`config.mk`:
```
export PLATFORM = sky130hd
export DESIGN_NAME = mandel_frame_scheduler_flat
export DESIGN_NICKNAME = d
export VERILOG_FILES = /design/src/rtl/mandel_frame_scheduler_if.sv /design/src/rtl/mandel_frame_scheduler.sv /design/src/flat_wrapper.sv
export SDC_FILE = /design/constraint.sdc
export NUM_CORES = 1
export LEC_CHECK = 0
export CORE_ASPECT_RATIO = 0.8
export CORE_MARGIN = 2
export CORE_UTILIZATION = 40
export CTS_CLUSTER_DIAMETER = 30
export DETAILED_ROUTE_END_ITERATION = 16
export PLACE_DENSITY = 0.78
export REMOVE_ABC_BUFFERS = 1
export SYNTH_ARGS = -nofsm -noshare
export SYNTH_HDL_FRONTEND = slang
export SYNTH_SLANG_ARGS = --single-unit
```
`constraint.sdc`:
```
create_clock -name clk -period 4.56 [get_ports clk]
set_clock_uncertainty 0.05 [all_clocks]
set_input_delay 0.912 -clock clk [delete_from_list [all_inputs] [get_ports clk]]
set_output_delay 0.912 -clock clk [all_outputs]
set_load 0.02 [all_outputs]
```
`src/rtl/mandel_frame_scheduler_if.sv`:
```
`default_nettype none
// ============================================================================
// Module   : mandel_frame_scheduler_if
// Brief    : Engine command/result and pixel-stream bundle between the frame
//            scheduler (master) and the engine / pixel path (slave).
// Revision : 1.0 - initial release
// ============================================================================
interface mandel_frame_scheduler_if #(
    parameter int FIXED_POINT_WIDTH = 24,
    parameter int ITER_WIDTH        = 8,
    parameter int H_RES             = 640,
    parameter int V_RES             = 480
);
    localparam int X_WIDTH = (H_RES > 1) ? $clog2(H_RES) : 1;
    localparam int Y_WIDTH = (V_RES > 1) ? $clog2(V_RES) : 1;

    // Engine command / result
    logic                         engine_start;
    logic [FIXED_POINT_WIDTH-1:0] engine_c_real;
    logic [FIXED_POINT_WIDTH-1:0] engine_c_imag;
    logic                         engine_done;
    logic                         engine_is_mandelbrot;
    logic [ITER_WIDTH-1:0]        engine_iterations;

    // Pixel result stream
    logic                         pix_valid;
    logic                         pix_ready;
    logic [X_WIDTH-1:0]           pix_x;
    logic [Y_WIDTH-1:0]           pix_y;
    logic [ITER_WIDTH-1:0]        pix_iterations;
    logic                         pix_is_mandelbrot;

    modport master (
        output engine_start, engine_c_real, engine_c_imag,
        input  engine_done, engine_is_mandelbrot, engine_iterations,
        output pix_valid, pix_x, pix_y, pix_iterations, pix_is_mandelbrot,
        input  pix_ready
    );

    modport slave (
        input  engine_start, engine_c_real, engine_c_imag,
        output engine_done, engine_is_mandelbrot, engine_iterations,
        input  pix_valid, pix_x, pix_y, pix_iterations, pix_is_mandelbrot,
        output pix_ready
    );
endinterface
`default_nettype wire

```
`src/rtl/mandel_frame_scheduler.sv`:
```
`default_nettype none
// ============================================================================
// Module   : mandel_frame_scheduler
// Brief    : Walks one Mandelbrot engine across an H_RES x V_RES grid in
//            raster order, issuing c per pixel and streaming the results.
//            Optional watchdog: define MANDEL_SCHED_TIMEOUT_EN to force a
//            pixel out after TIMEOUT_CYCLES and expose timeout_flag.
// Revision : 1.0 - initial release
// ============================================================================
module mandel_frame_scheduler #(
    parameter int FIXED_POINT_WIDTH = 24,
    parameter int H_RES             = 640,
    parameter int V_RES             = 480,
    parameter int ITER_WIDTH        = 8,
    parameter int TIMEOUT_CYCLES    = 1024
) (
    input  logic                         clk,
    input  logic                         nrst,
    input  logic                         frame_start,
    input  logic [FIXED_POINT_WIDTH-1:0] cfg_real_origin,
    input  logic [FIXED_POINT_WIDTH-1:0] cfg_imag_origin,
    input  logic [FIXED_POINT_WIDTH-1:0] cfg_step,
    output logic                         busy,
    output logic                         frame_done,
`ifdef MANDEL_SCHED_TIMEOUT_EN
    output logic                         timeout_flag,
`endif
    mandel_frame_scheduler_if.master     bus
);

    localparam int X_W = (H_RES > 1) ? $clog2(H_RES) : 1;
    localparam int Y_W = (V_RES > 1) ? $clog2(V_RES) : 1;
    localparam logic [X_W-1:0] C_X_LAST = X_W'(H_RES - 1);
    localparam logic [Y_W-1:0] C_Y_LAST = Y_W'(V_RES - 1);

    typedef enum logic [2:0] {
        S_IDLE    = 3'd0,
        S_ISSUE   = 3'd1,
        S_WAIT    = 3'd2,
        S_PRESENT = 3'd3,
        S_DONE    = 3'd4
    } state_t;

    state_t                       r_state;
    state_t                       w_state_nxt;

    logic [FIXED_POINT_WIDTH-1:0] r_real_origin;
    logic [FIXED_POINT_WIDTH-1:0] r_step;
    logic [FIXED_POINT_WIDTH-1:0] r_c_real;
    logic [FIXED_POINT_WIDTH-1:0] r_c_imag;
    logic [X_W-1:0]               r_x;
    logic [Y_W-1:0]               r_y;
    logic [ITER_WIDTH-1:0]        r_pix_iter;
    logic                         r_pix_mandel;

    logic w_accept_frame;
    logic w_capture;
    logic w_handshake;
    logic w_timeout;
    logic w_engine_start;
    logic w_pix_valid;
    logic w_busy;
    logic w_frame_done;
    logic w_x_last;
    logic w_y_last;

    assign w_x_last = (r_x == C_X_LAST);
    assign w_y_last = (r_y == C_Y_LAST);

`ifdef MANDEL_SCHED_TIMEOUT_EN
    localparam int C_WDOG_W = $clog2(TIMEOUT_CYCLES + 1);
    localparam logic [C_WDOG_W-1:0] C_WDOG_LAST = C_WDOG_W'(TIMEOUT_CYCLES - 1);

    logic [C_WDOG_W-1:0] r_wdog;
    logic                r_timeout_flag;

    // A result that never arrives is forced out once the watchdog expires.
    assign w_timeout    = (r_state == S_WAIT) && !bus.engine_done && (r_wdog == C_WDOG_LAST);
    assign timeout_flag = r_timeout_flag;

    // Watchdog restarts from zero for every issued pixel and counts WAIT cycles.
    always_ff @(posedge clk or negedge nrst) begin
        if (!nrst) begin
            r_wdog <= '0;
        end else if (r_state == S_ISSUE) begin
            r_wdog <= '0;
        end else if (r_state == S_WAIT) begin
            r_wdog <= r_wdog + 1'b1;
        end
    end

    // Sticky timeout indication, cleared when a new frame is accepted.
    always_ff @(posedge clk or negedge nrst) begin
        if (!nrst) begin
            r_timeout_flag <= 1'b0;
        end else if (w_accept_frame) begin
            r_timeout_flag <= 1'b0;
        end else if (w_timeout) begin
            r_timeout_flag <= 1'b1;
        end
    end
`else
    logic w_unused_timeout_cfg;

    assign w_timeout            = 1'b0;
    assign w_unused_timeout_cfg = (TIMEOUT_CYCLES != 0);
`endif

    // State register.
    always_ff @(posedge clk or negedge nrst) begin
        if (!nrst) begin
            r_state <= S_IDLE;
        end else begin
            r_state <= w_state_nxt;
        end
    end

    // Next-state decode and per-state strobes/outputs.
    always_comb begin
        w_state_nxt    = r_state;
        w_accept_frame = 1'b0;
        w_capture      = 1'b0;
        w_handshake    = 1'b0;
        w_engine_start = 1'b0;
        w_pix_valid    = 1'b0;
        w_frame_done   = 1'b0;
        w_busy         = (r_state != S_IDLE);
        case (r_state)
            S_IDLE: begin
                if (frame_start) begin
                    w_accept_frame = 1'b1;
                    w_state_nxt    = S_ISSUE;
                end
            end
            S_ISSUE: begin
                w_engine_start = 1'b1;
                w_state_nxt    = S_WAIT;
            end
            S_WAIT: begin
                if (bus.engine_done) begin
                    w_capture   = 1'b1;
                    w_state_nxt = S_PRESENT;
                end else if (w_timeout) begin
                    w_state_nxt = S_PRESENT;
                end
            end
            S_PRESENT: begin
                w_pix_valid = 1'b1;
                if (bus.pix_ready) begin
                    w_handshake = 1'b1;
                    w_state_nxt = (w_x_last && w_y_last) ? S_DONE : S_ISSUE;
                end
            end
            S_DONE: begin
                w_frame_done = 1'b1;
                w_state_nxt  = S_IDLE;
            end
            default: begin
                w_state_nxt = S_IDLE;
            end
        endcase
    end

    // Viewport latch, raster position and c stepping, result capture.
    always_ff @(posedge clk or negedge nrst) begin
        if (!nrst) begin
            r_real_origin <= '0;
            r_step        <= '0;
            r_c_real      <= '0;
            r_c_imag      <= '0;
            r_x           <= '0;
            r_y           <= '0;
            r_pix_iter    <= '0;
            r_pix_mandel  <= 1'b0;
        end else begin
            if (w_accept_frame) begin
                r_real_origin <= cfg_real_origin;
                r_step        <= cfg_step;
                r_c_real      <= cfg_real_origin;
                r_c_imag      <= cfg_imag_origin;
                r_x           <= '0;
                r_y           <= '0;
            end
            if (w_capture) begin
                r_pix_iter   <= bus.engine_iterations;
                r_pix_mandel <= bus.engine_is_mandelbrot;
            end else if (w_timeout) begin
                r_pix_iter   <= '1;
                r_pix_mandel <= 1'b1;
            end
            // Imaginary axis decreases down the screen; adds wrap silently.
            if (w_handshake) begin
                if (!w_x_last) begin
                    r_x      <= r_x + 1'b1;
                    r_c_real <= r_c_real + r_step;
                end else if (!w_y_last) begin
                    r_x      <= '0;
                    r_y      <= r_y + 1'b1;
                    r_c_real <= r_real_origin;
                    r_c_imag <= r_c_imag - r_step;
                end
            end
        end
    end

    assign bus.engine_start      = w_engine_start;
    assign bus.engine_c_real     = r_c_real;
    assign bus.engine_c_imag     = r_c_imag;
    assign bus.pix_valid         = w_pix_valid;
    assign bus.pix_x             = r_x;
    assign bus.pix_y             = r_y;
    assign bus.pix_iterations    = r_pix_iter;
    assign bus.pix_is_mandelbrot = r_pix_mandel;
    assign busy                  = w_busy;
    assign frame_done            = w_frame_done;

endmodule
`default_nettype wire

```
`src/flat_wrapper.sv`:
```
// flat-port wrapper written by rule: the top's interface ports become plain ports
module mandel_frame_scheduler_flat 
#(
    parameter int FIXED_POINT_WIDTH = 24,
    parameter int H_RES             = 640,
    parameter int V_RES             = 480,
    parameter int ITER_WIDTH        = 8,
    parameter int TIMEOUT_CYCLES    = 1024
)
  (clk, nrst, frame_start, cfg_real_origin, cfg_imag_origin, cfg_step, busy, frame_done, bus_engine_start, bus_engine_c_real, bus_engine_c_imag, bus_engine_done, bus_engine_is_mandelbrot, bus_engine_iterations, bus_pix_valid, bus_pix_x, bus_pix_y, bus_pix_iterations, bus_pix_is_mandelbrot, bus_pix_ready);
  mandel_frame_scheduler_if #(.FIXED_POINT_WIDTH(FIXED_POINT_WIDTH), .ITER_WIDTH(ITER_WIDTH), .H_RES(H_RES), .V_RES(V_RES)) bus_i ();
  input  logic clk;
  input  logic nrst;
  input  logic frame_start;
  input  logic [FIXED_POINT_WIDTH-1:0] cfg_real_origin;
  input  logic [FIXED_POINT_WIDTH-1:0] cfg_imag_origin;
  input  logic [FIXED_POINT_WIDTH-1:0] cfg_step;
  output logic busy;
  output logic frame_done;
  output wire logic [$bits(bus_i.engine_start)-1:0] bus_engine_start;
  output wire logic [$bits(bus_i.engine_c_real)-1:0] bus_engine_c_real;
  output wire logic [$bits(bus_i.engine_c_imag)-1:0] bus_engine_c_imag;
  input wire logic [$bits(bus_i.engine_done)-1:0] bus_engine_done;
  input wire logic [$bits(bus_i.engine_is_mandelbrot)-1:0] bus_engine_is_mandelbrot;
  input wire logic [$bits(bus_i.engine_iterations)-1:0] bus_engine_iterations;
  output wire logic [$bits(bus_i.pix_valid)-1:0] bus_pix_valid;
  output wire logic [$bits(bus_i.pix_x)-1:0] bus_pix_x;
  output wire logic [$bits(bus_i.pix_y)-1:0] bus_pix_y;
  output wire logic [$bits(bus_i.pix_iterations)-1:0] bus_pix_iterations;
  output wire logic [$bits(bus_i.pix_is_mandelbrot)-1:0] bus_pix_is_mandelbrot;
  input wire logic [$bits(bus_i.pix_ready)-1:0] bus_pix_ready;
  assign bus_engine_start = bus_i.engine_start;
  assign bus_engine_c_real = bus_i.engine_c_real;
  assign bus_engine_c_imag = bus_i.engine_c_imag;
  assign bus_i.engine_done = bus_engine_done;
  assign bus_i.engine_is_mandelbrot = bus_engine_is_mandelbrot;
  assign bus_i.engine_iterations = bus_engine_iterations;
  assign bus_pix_valid = bus_i.pix_valid;
  assign bus_pix_x = bus_i.pix_x;
  assign bus_pix_y = bus_i.pix_y;
  assign bus_pix_iterations = bus_i.pix_iterations;
  assign bus_pix_is_mandelbrot = bus_i.pix_is_mandelbrot;
  assign bus_i.pix_ready = bus_pix_ready;
  mandel_frame_scheduler #(.FIXED_POINT_WIDTH(FIXED_POINT_WIDTH), .H_RES(H_RES), .V_RES(V_RES), .ITER_WIDTH(ITER_WIDTH), .TIMEOUT_CYCLES(TIMEOUT_CYCLES)) u_core (.clk(clk), .nrst(nrst), .frame_start(frame_start), .cfg_real_origin(cfg_real_origin), .cfg_imag_origin(cfg_imag_origin), .cfg_step(cfg_step), .busy(busy), .frame_done(frame_done), .bus(bus_i));
endmodule
```
==> run summary, run 1 <==
origin of the worst min-delay path: u_core.r_real_origin[6]
setup slack after layout: 1476 ps
number of hold-repair buffers added at the cts stage: 0
predominant post-synthesis flop cell: dfrtp_1
router iterations before antenna repair: 6
Relative slew margins: 0.1250
initial standard-cell utilization of the core: 0.4100
Tcrit/Tclk final: 0.6762
CTS sink cnt: 127
most area-consuming cells after synthesis: dfrtp_1, ha_1, nand2_1, o21ai_0, a21oi_1
share of synthesized area occupied by flip-flops and latches: 0.4240
worst flop-to-flop path startpoint: u_core.bus.engine_c_imag[0]
vias after detailed routing: 6834
area grow syn2layout: 33.14%
category of the worst setup path launch point: input pin
PortBufs: 165
overall global routing resource usage: 0.2182
area taken by multi-input logic gates: 4016 um2
cell chosen for the clock root: clkbuf_16
Diodes inserted: 0
number of H-tree branching levels: 4
Min-Delay Path Class: reg2reg
total count of hold-check failures in the final report: 0
die footprint: 19850 um2
crit-path max FO: 24
Crit Path Category: in2reg
slew at the pin closest to its max-slew limit: 1310 ps
Detailed Route Iter0 Violations: 443
count of state elements after synthesis: 127
synthesized instance count: 826
buffer count from post-CTS setup fixing: 0
total power per unit cell area: 834.8 nW/um2
count of endpoints failing setup in the final report: 0
capturing element type of the critical path: flop
static power due to leakage: 4.374 nW
overflow left after global routing: 0
critical path arrival: 3370 ps
maximum number of pins on one net before global-route repair: 58
Register Area: 3178 um2
TritonCTS clock tree: yes
RSZ-0062 raised after global routing: false
Post-Place Worst Slack: 1112 ps
Finished Core Util: 0.5459
routability congestion estimate from global placement: 0.9091
number of vias per cell after detailed routing: 5.472
number of antenna violations at the first check in global routing: 0
Ys Warns: 0
post-route setup TNS: 0 ps
status: finished clean
average wire per cell in the routed design: 17.05 um
count of cell types in the netlist: 64
number of buffers inserted during clock tree synthesis: 17
Yosys top cell area share: 0.4240
buffer depth of the longest clock path: 2
CP Data Required Time: 4850 ps
total count of max-transition violations in the final report: 0
number of enable flip-flop cells after synthesis: 0
Tot Pwr: 8.330 mW
floorplan row count: 44
worst ir drop on vdd: 0.4118 mV
DRC: 0
CP startpoint: bus_pix_ready
number of max-cap violations: 0
count of filler cells inserted in the layout: 1635
final antenna-violating net count: 0
horizontal die dimension: 157.0 um
clock input transition at the sequential cells of the worst setup and hold paths: 60 ps
area of the mapped netlist: 7495 um2
Mean Syn Cell Area: 9.073 um2
minimum hold slack: 426.7 ps
fraction of layout instances using a drive strength above 1: 0.06928
Total Nets Final: 1119
WL final: 21.30 mm
post-DP HPWL: 15.27 mm
via count of the first global-routing pass: 6671
chip height: 126.4 um
cell accounting for the most synthesized area: dfrtp_1
clock network latency to the later pin of the worst-skew pair: 420 ps
I/O pin count: 166
share of flip-flops with an asynchronous set or reset: 1.000
maximum clock rate: 324.3 MHz
min Tclk post-route: 3084 ps
Resized cells post-CTS: 0
wire length of the first global-routing pass: 34.09 mm
core region area: 18280 um2
[cell usage in the layout (no fill, tap or decap), types with 13 or more instances in the layout]
cell type / count
dfrtp_1: 127
clkdlybuf4s50_1: 164
o21ai_0: 94
o22ai_1: 13
nor2_1: 44
ha_1: 48
clkbuf_16: 17
inv_1: 43
nand2_1: 129
xor2_1: 18
xnor2_1: 21
a21oi_1: 47
nand3_1: 18
[where the power goes]
group	total, mW	internal (mW)	leakage, nW	switching [mW]
registers	2.02	1.61	1.58	0.410
logic	4.92	2.21	2.52	2.72
clock network	1.39	0.857	0.274	0.530
total	8.33	4.68	4.37	3.65
[synth_stat cells, types with 3 or more instances]
cell type	count
or3_1	4
a31oi_1	6
a211oi_1	5
clkbuf_1	24
a21oi_1	47
o21ai_0	94
a21oi_2	4
mux2i_1	3
nor2b_1	5
o21ai_1	12
o31ai_1	4
nand2b_1	10
and2_1	3
a22oi_1	12
o22ai_1	13
nand3_1	18
o21a_1	7
a221o_1	5
o21bai_1	7
xnor2_1	21
mux2_2	10
nand2_1	129
a222oi_1	10
nor3b_1	5
inv_1	43
a221oi_1	4
and3_1	12
nor2_1	44
nor3_1	7
xor2_1	18
ha_1	48
dfrtp_1	127
a21o_1	11
nand4_1	9
buf_2	10
o211ai_1	3
[layer usage]
metal  vias to the layer above  track usage  routed length [um]
met5                         -            0                   0
met4                         0      0.07433                 409
met3                        33      0.05432                1501
met2                       255       0.3248                9397
met1                      3255       0.3108                9993
li1                       3291            -                   -
[per-stage QoR]
| stage | cells | instance area (um2) |
|---|---|---|
| 2_1_floorplan | 791 | 7351 |
| 3_3_place_gp | 1217 | 9382 |
| 3_5_place_dp | 1217 | 9382 |
| 4_1_cts | 1249 | 9978 |
| 5_1_grt | 1249 | 9978 |
| 6_report | 1249 | 9978 |
[worst paths after layout]
kind | slack, ps | end | depth (start not counted)
min in group asynchronous | 500 | u_core.bus.pix_y[3] | 1
worst min register to register | 430 | u_core.r_real_origin[6] | 2
max in group asynchronous | 3000 | u_core.bus.engine_c_imag[0] | 2
worst min-delay path | 430 | u_core.r_real_origin[6] | 2
worst max register to register | 1540 | u_core.bus.engine_c_imag[16] | 13
worst max-delay path | 1480 | u_core.bus.engine_c_imag[16] | 6
[cells by family after synthesis]
family	Yosys count	share of synthesized area
multiplexers	13	0.01903
buffers and inverters	78	0.04073
AND/OR/NAND/NOR	259	0.1598
flip-flops	127	0.4240
AO/OA/AOI/OAI	259	0.2224
adder cells (fa/ha/maj)	50	0.08548
XOR/XNOR	40	0.04858
[sequential cells by signal (all words and copies together) (netlist names)]
| signal | count |
|---|---|
| u_core.bus.pix_x | 10 |
| u_core.bus.pix_is_mandelbrot | 1 |
| u_core.r_real_origin | 24 |
| u_core.bus.engine_c_imag | 24 |
| u_core.r_step | 24 |
| u_core.bus.pix_iterations | 8 |
| u_core.r_state | 3 |
| u_core.bus.pix_y | 9 |
| u_core.bus.engine_c_real | 24 |
[final cells by class]
type                    instances  share of cell area
clock buffers                  18             0.04301
flip-flops and latches        127              0.3185
multi-input cells             621              0.4025
inverters                      43             0.01618
clock inverters                14             0.01680
repair buffers                173              0.1713
well taps                     253             0.03172
[critical path, cell delays in order]
cell,delay [ps]
clkdlybuf4s50_1,520
nand4b_1,400
or3_1,910
nor3b_1,410
a221oi_1,100
o21ai_1,100
Power figures use the tool's default switching activity.
==> run 2, diff against run 1 <==
clock period = 3.2 ns   (was 4.56 ns; I/O delays follow)
==> run 2 against run 1 <==
  * Final cell count rose by 0.48%
  * Wire length fell by 0.57%
  * Flip-flop and latch count is the same
  * Die area stayed put
  * Worst setup slack worse by 1100 ps
  * Via count is 0.40% lower
  * Utilization grew 0.44 points
  * Critical path type is now reg2reg
  * Largest cell class unchanged
  * Highest routed layer unchanged
==> run summary, run 2 (synthesized netlist as in run 1, its figures left out) <==
min Tclk post-route: 2832 ps
fraction of layout instances using a drive strength above 1: 0.07685 (+0.007569)
worst ir drop on vdd: 0.5067 mV (+23%)
commonest cells after routing, fill and taps aside: clkdlybuf4s50_1, nand2_1, dfrtp_1, o21ai_0, ha_1
critical path arrival: 3130 ps (-240 ps)
CTS sink cnt: 127 (unchanged)
Tcrit/Tclk final: 0.8850
Post-Place Worst Slack: 271.9 ps (-840.3 ps)
Cell Chain, Critical Path: inv_1 > ha_1 > inv_1 > fa_1 > a211oi_1 > o21bai_1 > a21boi_2 > o21ai_1 > a21oi_2 > nor2b_1 > o21ai_0 > mux2_2 > o21ai_1
Critical R2R Capture: u_core.bus.engine_c_imag[16]
Relative slew margins: 0.3482 (+0.2232)
number of antenna violations at the first check in global routing: 0 (unchanged)
Crit Path Category: reg2reg
category of the worst setup path launch point: flop
core region area: 18280 um2 (unchanged)
CP startpoint: u_core.bus.engine_c_imag[0]
count of filler cells inserted in the layout: 1639 (+0.24%)
final antenna-violating net count: 0 (unchanged)
wire length of the first global-routing pass: 33.82 mm (-0.81%)
worst flop-to-flop path startpoint: u_core.bus.engine_c_imag[0]
number of vias per cell after detailed routing: 5.424 (-0.87%)
DRC: 0 (unchanged)
horizontal die dimension: 157.0 um (unchanged)
post-route setup TNS: 0 ps (unchanged)
RSZ-0062 raised after global routing: false
area taken by multi-input logic gates: 4026 um2 (+0.25%)
Reg2Reg Setup Slack: 370 ps (-1170 ps)
Register Area: 3178 um2 (unchanged)
chip height: 126.4 um (unchanged)
initial standard-cell utilization of the core: 0.4100 (unchanged)
Min-Delay Path Class: in2async
crit-path max FO: 3 (-88%)
slew at the pin closest to its max-slew limit: 977.7 ps (-331.9 ps)
buffer depth of the longest clock path: 2 (unchanged)
status: finished clean
I/O pin count: 166 (unchanged)
routability congestion estimate from global placement: 0.8939 (-1.7%)
PortBufs: 165 (unchanged)
total power per unit cell area: 1178 nW/um2 (+41%)
overflow left after global routing: 0 (unchanged)
router iterations before antenna repair: 6 (unchanged)
vias after detailed routing: 6807 (-0.40%)
Critical Path End: u_core.bus.engine_c_imag[16]
count of endpoints failing setup in the final report: 0 (unchanged)
die footprint: 19850 um2 (unchanged)
Total Nets Final: 1125 (+0.54%)
CP Data Required Time: 3500 ps (-1350 ps)
area grow syn2layout: 34.22%
TritonCTS clock tree: yes
Detailed Route Iter0 Violations: 420 (-5.2%)
maximum clock rate: 353.1 MHz
Post-Place Cell Area: 9464 um2 (+0.88%)
maximum number of pins on one net before global-route repair: 100 (+72%)
number of H-tree branching levels: 4 (unchanged)
capturing element type of the critical path: flop
highest cell delay on the worst timing path: 410 ps (-500 ps)
number of cell instances on the worst register-to-register path: 13 (unchanged)
post-DP HPWL: 15.19 mm (-0.54%)
cell chosen for the clock root: clkbuf_16
number of buffers inserted during clock tree synthesis: 17 (unchanged)
WL final: 21.18 mm (-0.57%)
post-route cell area: 10060 um2 (+0.81%)
static power due to leakage: 4.425 nW (+1.2%)
overall global routing resource usage: 0.2158 (-0.002365)
setup slack after layout: 368.0 ps (-1108 ps)
clock network latency to the later pin of the worst-skew pair: 420 ps (about the same)
critical path's slowest cell: fa_1
clock input transition at the sequential cells of the worst setup and hold paths: 60 ps (about the same)
Tot Pwr: 11.85 mW (+42%)
most frequent standard cell in the layout excluding fill and tap cells: clkdlybuf4s50_1
average wire per cell in the routed design: 16.88 um (-1.0%)
Finished Core Util: 0.5504 (+0.004449)
Diodes inserted: 0 (unchanged)
number of max-cap violations: 0 (unchanged)
floorplan row count: 44 (unchanged)
via count of the first global-routing pass: 6539 (-2.0%)
total count of hold-check failures in the final report: 0 (unchanged)
total count of max-transition violations in the final report: 0 (unchanged)
-- run 2: cell types whose count changed in the layout (fill, tap and decap cells not counted), moves of 3 or more --
| cell | change |
|---|---|
| buf_12 | +3 |
| clkbuf_8 | +3 |
| clkinvlp_4 | -3 |
| buf_4 | +3 |
-- run 2: worst max-delay path: cells and delay by family (launching register included) --
kind	cells	cell delay (ps)
AO/OA/AOI/OAI	7	1220
adder cells (fa/ha/maj)	2	580
multiplexers	1	350
AND/OR/NAND/NOR	1	70
buffers and inverters	2	120
flip-flops	1	370
-- run 2: power by group --
group | switching (mW) | total [mW] | internal, mW
clock network | 0.717 | 1.92 | 1.20
registers | 0.570 | 2.86 | 2.29
logic | 3.88 | 7.07 | 3.18
total | 5.17 | 11.9 | 6.68
-- run 2: area by class of cell --
type | count | share of cell area
clock buffer | 22 | 0.04714
clock inverter | 10 | 0.01107
inverter | 43 | 0.01604
multi-input combinational | 621 | 0.4003
sequential | 127 | 0.3159
tap | 253 | 0.03147
timing repair buffer | 179 | 0.1781
-- run 2: metrics by stage --
step | hold slack (ps) | std cells
after floorplan | 294.4 | 791
after global placement | 407.2 | 1223
after detailed placement | 413.6 | 1223
after CTS | 189.4 | 1255
after global routing | 201.6 | 1255
final | 178.4 | 1255
-- run 2: repair_timing --
item                       4_1_cts  5_1_grt
buffers inserted                 0        0
setup endpoints to repair        0        1
resized for setup                0        2
hold buffers                     0        0
-- run 2: worst min-delay path by stage --
stage	cells after the start	to	startpoint	slack, ps
3_5_place_dp	2	u_core.r_real_origin[6]	u_core.r_real_origin[6]	410
4_1_cts	1	u_core.bus.engine_c_imag[23]	nrst	190
6_report	1	u_core.bus.engine_c_imag[23]	nrst	180
3_3_place_gp	2	u_core.r_real_origin[10]	u_core.r_real_origin[10]	410
2_1_floorplan	0	u_core.bus.engine_c_imag[0]	nrst	290
5_1_grt	1	u_core.bus.engine_c_imag[23]	nrst	200
-- run 2: metal layers --
| layer | share of wire | wire length, um | track usage | vias to the layer above |
|---|---|---|---|---|
| met4 | 0.015 | 318 | 0.05829 | 0 |
| met5 | 0 | 0 | 0 | - |
| met1 | 0.49 | 10280 | 0.3107 | 3252 |
| li1 | - | - | - | 3295 |
| met3 | 0.064 | 1348 | 0.05432 | 26 |
| met2 | 0.44 | 9233 | 0.3240 | 234 |
==> run 3, diff against run 2 <==
CORE_UTILIZATION = 51   (was 40)
PLACE_DENSITY = 0.93   (was 0.78)
==> run 3 against run 2 <==
  * Register-to-register slack worse by 80 ps
  * Critical path depth unchanged
  * Clock power down 11%
  * Via count up 1.9%
  * Utilization up 14 points
  * First-iteration DRC count up 71%
  * Final cell count down 5.7%
  * Total power down 1.8%
  * Hold slack better by 110 ps
  * Count of clock-buffer cells in the layout up 4
  * Global-route usage up 5.4 points
  * Largest cell class unchanged
  * Largest power group unchanged
==> run summary, run 3 (synthesized netlist as in run 1, its figures left out) <==
area grow syn2layout: 31.62%
post-route setup TNS: 0 ps (unchanged)
Tot Pwr: 11.64 mW (-1.8%)
number of hold-repair buffers added at the cts stage: 0 (unchanged)
worst flop-to-flop path startpoint: u_core.bus.engine_c_imag[0]
capturing element type of the critical path: flop
number of buffers inserted during clock tree synthesis: 17 (unchanged)
floorplan row count: 39 (-11%)
RSZ-0062 raised after global routing: false
WL final: 20.78 mm (-1.9%)
Relative slew margins: 0.5503 (+0.2021)
routability congestion estimate from global placement: 0.9239 (+3.4%)
PortBufs: 165 (unchanged)
cell chosen for the clock root: clkbuf_16
most frequent standard cell in the layout excluding fill and tap cells: clkdlybuf4s50_1
CTS sink cnt: 127 (unchanged)
final antenna-violating net count: 0 (unchanged)
I/O pin count: 166 (unchanged)
Tcrit/Tclk final: 0.9084 (+0.02345)
Reg2Reg Setup Slack: 290 ps (-80 ps)
initial standard-cell utilization of the core: 0.5242 (+0.1141)
Total Nets Final: 1123 (-0.18%)
count of endpoints failing setup in the final report: 0 (unchanged)
Crit Path Category: reg2reg
min Tclk post-route: 2907 ps (+75.04 ps)
total count of max-transition violations in the final report: 0 (unchanged)
DRC: 0 (unchanged)
via count of the first global-routing pass: 6717 (+2.7%)
static power due to leakage: 4.375 nW (-1.1%)
Diodes inserted: 0 (unchanged)
crit-path max FO: 3 (unchanged)
clock input transition at the sequential cells of the worst setup and hold paths: 50 ps (about the same)
commonest cells after routing, fill and taps aside: clkdlybuf4s50_1, nand2_1, dfrtp_1, o21ai_0, ha_1
core region area: 14300 um2 (-22%)
vias after detailed routing: 6937 (+1.9%)
buffer count from post-CTS setup fixing: 0 (unchanged)
number of H-tree branching levels: 4 (unchanged)
worst ir drop on vdd: 0.6901 mV (+36%)
average wire per cell in the routed design: 17.55 um (+4.0%)
Min-Delay Path Class: in2async
number of vias per cell after detailed routing: 5.859 (+8.0%)
fraction of layout instances using a drive strength above 1: 0.06700 (-0.009846)
Detailed Route Iter0 Violations: 718 (+71%)
clock network latency to the later pin of the worst-skew pair: 420 ps (about the same)
total power per unit cell area: 1180 nW/um2 (+0.18%)
number of antenna violations at the first check in global routing: 0 (unchanged)
Critical Path End: u_core.bus.engine_c_imag[16]
total count of hold-check failures in the final report: 0 (unchanged)
chip height: 112.4 um (-11%)
Resized cells post-CTS: 0 (unchanged)
slew at the pin closest to its max-slew limit: 674.6 ps (-303.1 ps)
highest cell delay on the worst timing path: 410 ps (about the same)
status: finished clean
post-DP HPWL: 14.73 mm (-3.0%)
buffer depth of the longest clock path: 2 (unchanged)
CP Data Required Time: 3500 ps (about the same)
Critical R2R Capture: u_core.bus.engine_c_imag[16]
number of cell instances on the worst register-to-register path: 13 (unchanged)
overflow left after global routing: 0 (unchanged)
CP startpoint: u_core.bus.engine_c_imag[0]
maximum number of pins on one net before global-route repair: 128 (+28%)
TritonCTS clock tree: yes
horizontal die dimension: 139.5 um (-11%)
number of max-cap violations: 0 (unchanged)
overall global routing resource usage: 0.2700 (+0.05419)
router iterations before antenna repair: 6 (unchanged)
wire length of the first global-routing pass: 33.82 mm (unchanged)
Finished Core Util: 0.6899 (+0.1396)
Cell Chain, Critical Path: inv_1 > ha_1 > inv_1 > fa_1 > a211oi_1 > o21bai_1 > a21boi_1 > o21ai_1 > a21oi_1 > nor2b_1 > o21ai_0 > mux2_2 > o21ai_1
maximum clock rate: 344.0 MHz (-2.6%)
count of filler cells inserted in the layout: 1075 (-34%)
critical path arrival: 3210 ps (+80 ps)
category of the worst setup path launch point: flop
die footprint: 15690 um2 (-21%)
critical path's slowest cell: fa_1
==> run 3: final cells by class <==
cell class / count / area [um2] / area share
clock inverter: 6 / 35.03 / 0.003551
tap: 184 / 230.2 / 0.02334
multi-input combinational: 621 / 4016 / 0.4072
clock buffer: 26 / 479.2 / 0.04858
inverter: 43 / 161.4 / 0.01636
timing repair buffer: 177 / 1764 / 0.1788
sequential: 127 / 3178 / 0.3222
==> run 3: power by group <==
group	internal (mW)	switching [mW]
Sequential	2.29	0.576
Combinational	3.17	3.90
Clock	1.02	0.683
Total	6.49	5.16
==> run 3: worst min path at each step <==
stage                                 start  cells after the start                          end
floorplan                              nrst                      0  u_core.bus.engine_c_imag[0]
global placement    u_core.r_real_origin[6]                      2      u_core.r_real_origin[6]
detailed placement  u_core.r_real_origin[4]                      2      u_core.r_real_origin[4]
CTS                                    nrst                      2          u_core.bus.pix_y[3]
global route                           nrst                      2          u_core.bus.pix_y[4]
finish                                 nrst                      2          u_core.bus.pix_y[4]
==> run 3: critical path: cells and delay by family (launching register included) <==
family | cells | cell delay, ps
AO/OA/AOI/OAI | 7 | 1260
buffers and inverters | 2 | 140
multiplexers | 1 | 360
AND/OR/NAND/NOR | 1 | 80
adder cells (fa/ha/maj) | 2 | 580
flip-flops | 1 | 370
==> run 3: per-layer routing <==
metal	vias up	track usage	wire [um]
li1	3294	-	-
met1	3311	0.3879	9479
met2	306	0.4137	9360
met3	26	0.05418	1572
met4	0	0.09000	370
met5	-	0	0
==> run 3: per-stage QoR <==
step | cell area, um2 | setup WS, ps | cells | hold WS (ps)
finish | 9864 | 293.0 | 1184 | 285.8
floorplan | 7351 | -375.6 | 791 | 294.4
CTS | 9864 | 300.2 | 1184 | 311.7
detailed placement | 9350 | 333.0 | 1152 | 421.9
global route | 9864 | 109.4 | 1184 | 334.7
global placement | 9350 | 401.3 | 1152 | 403.3
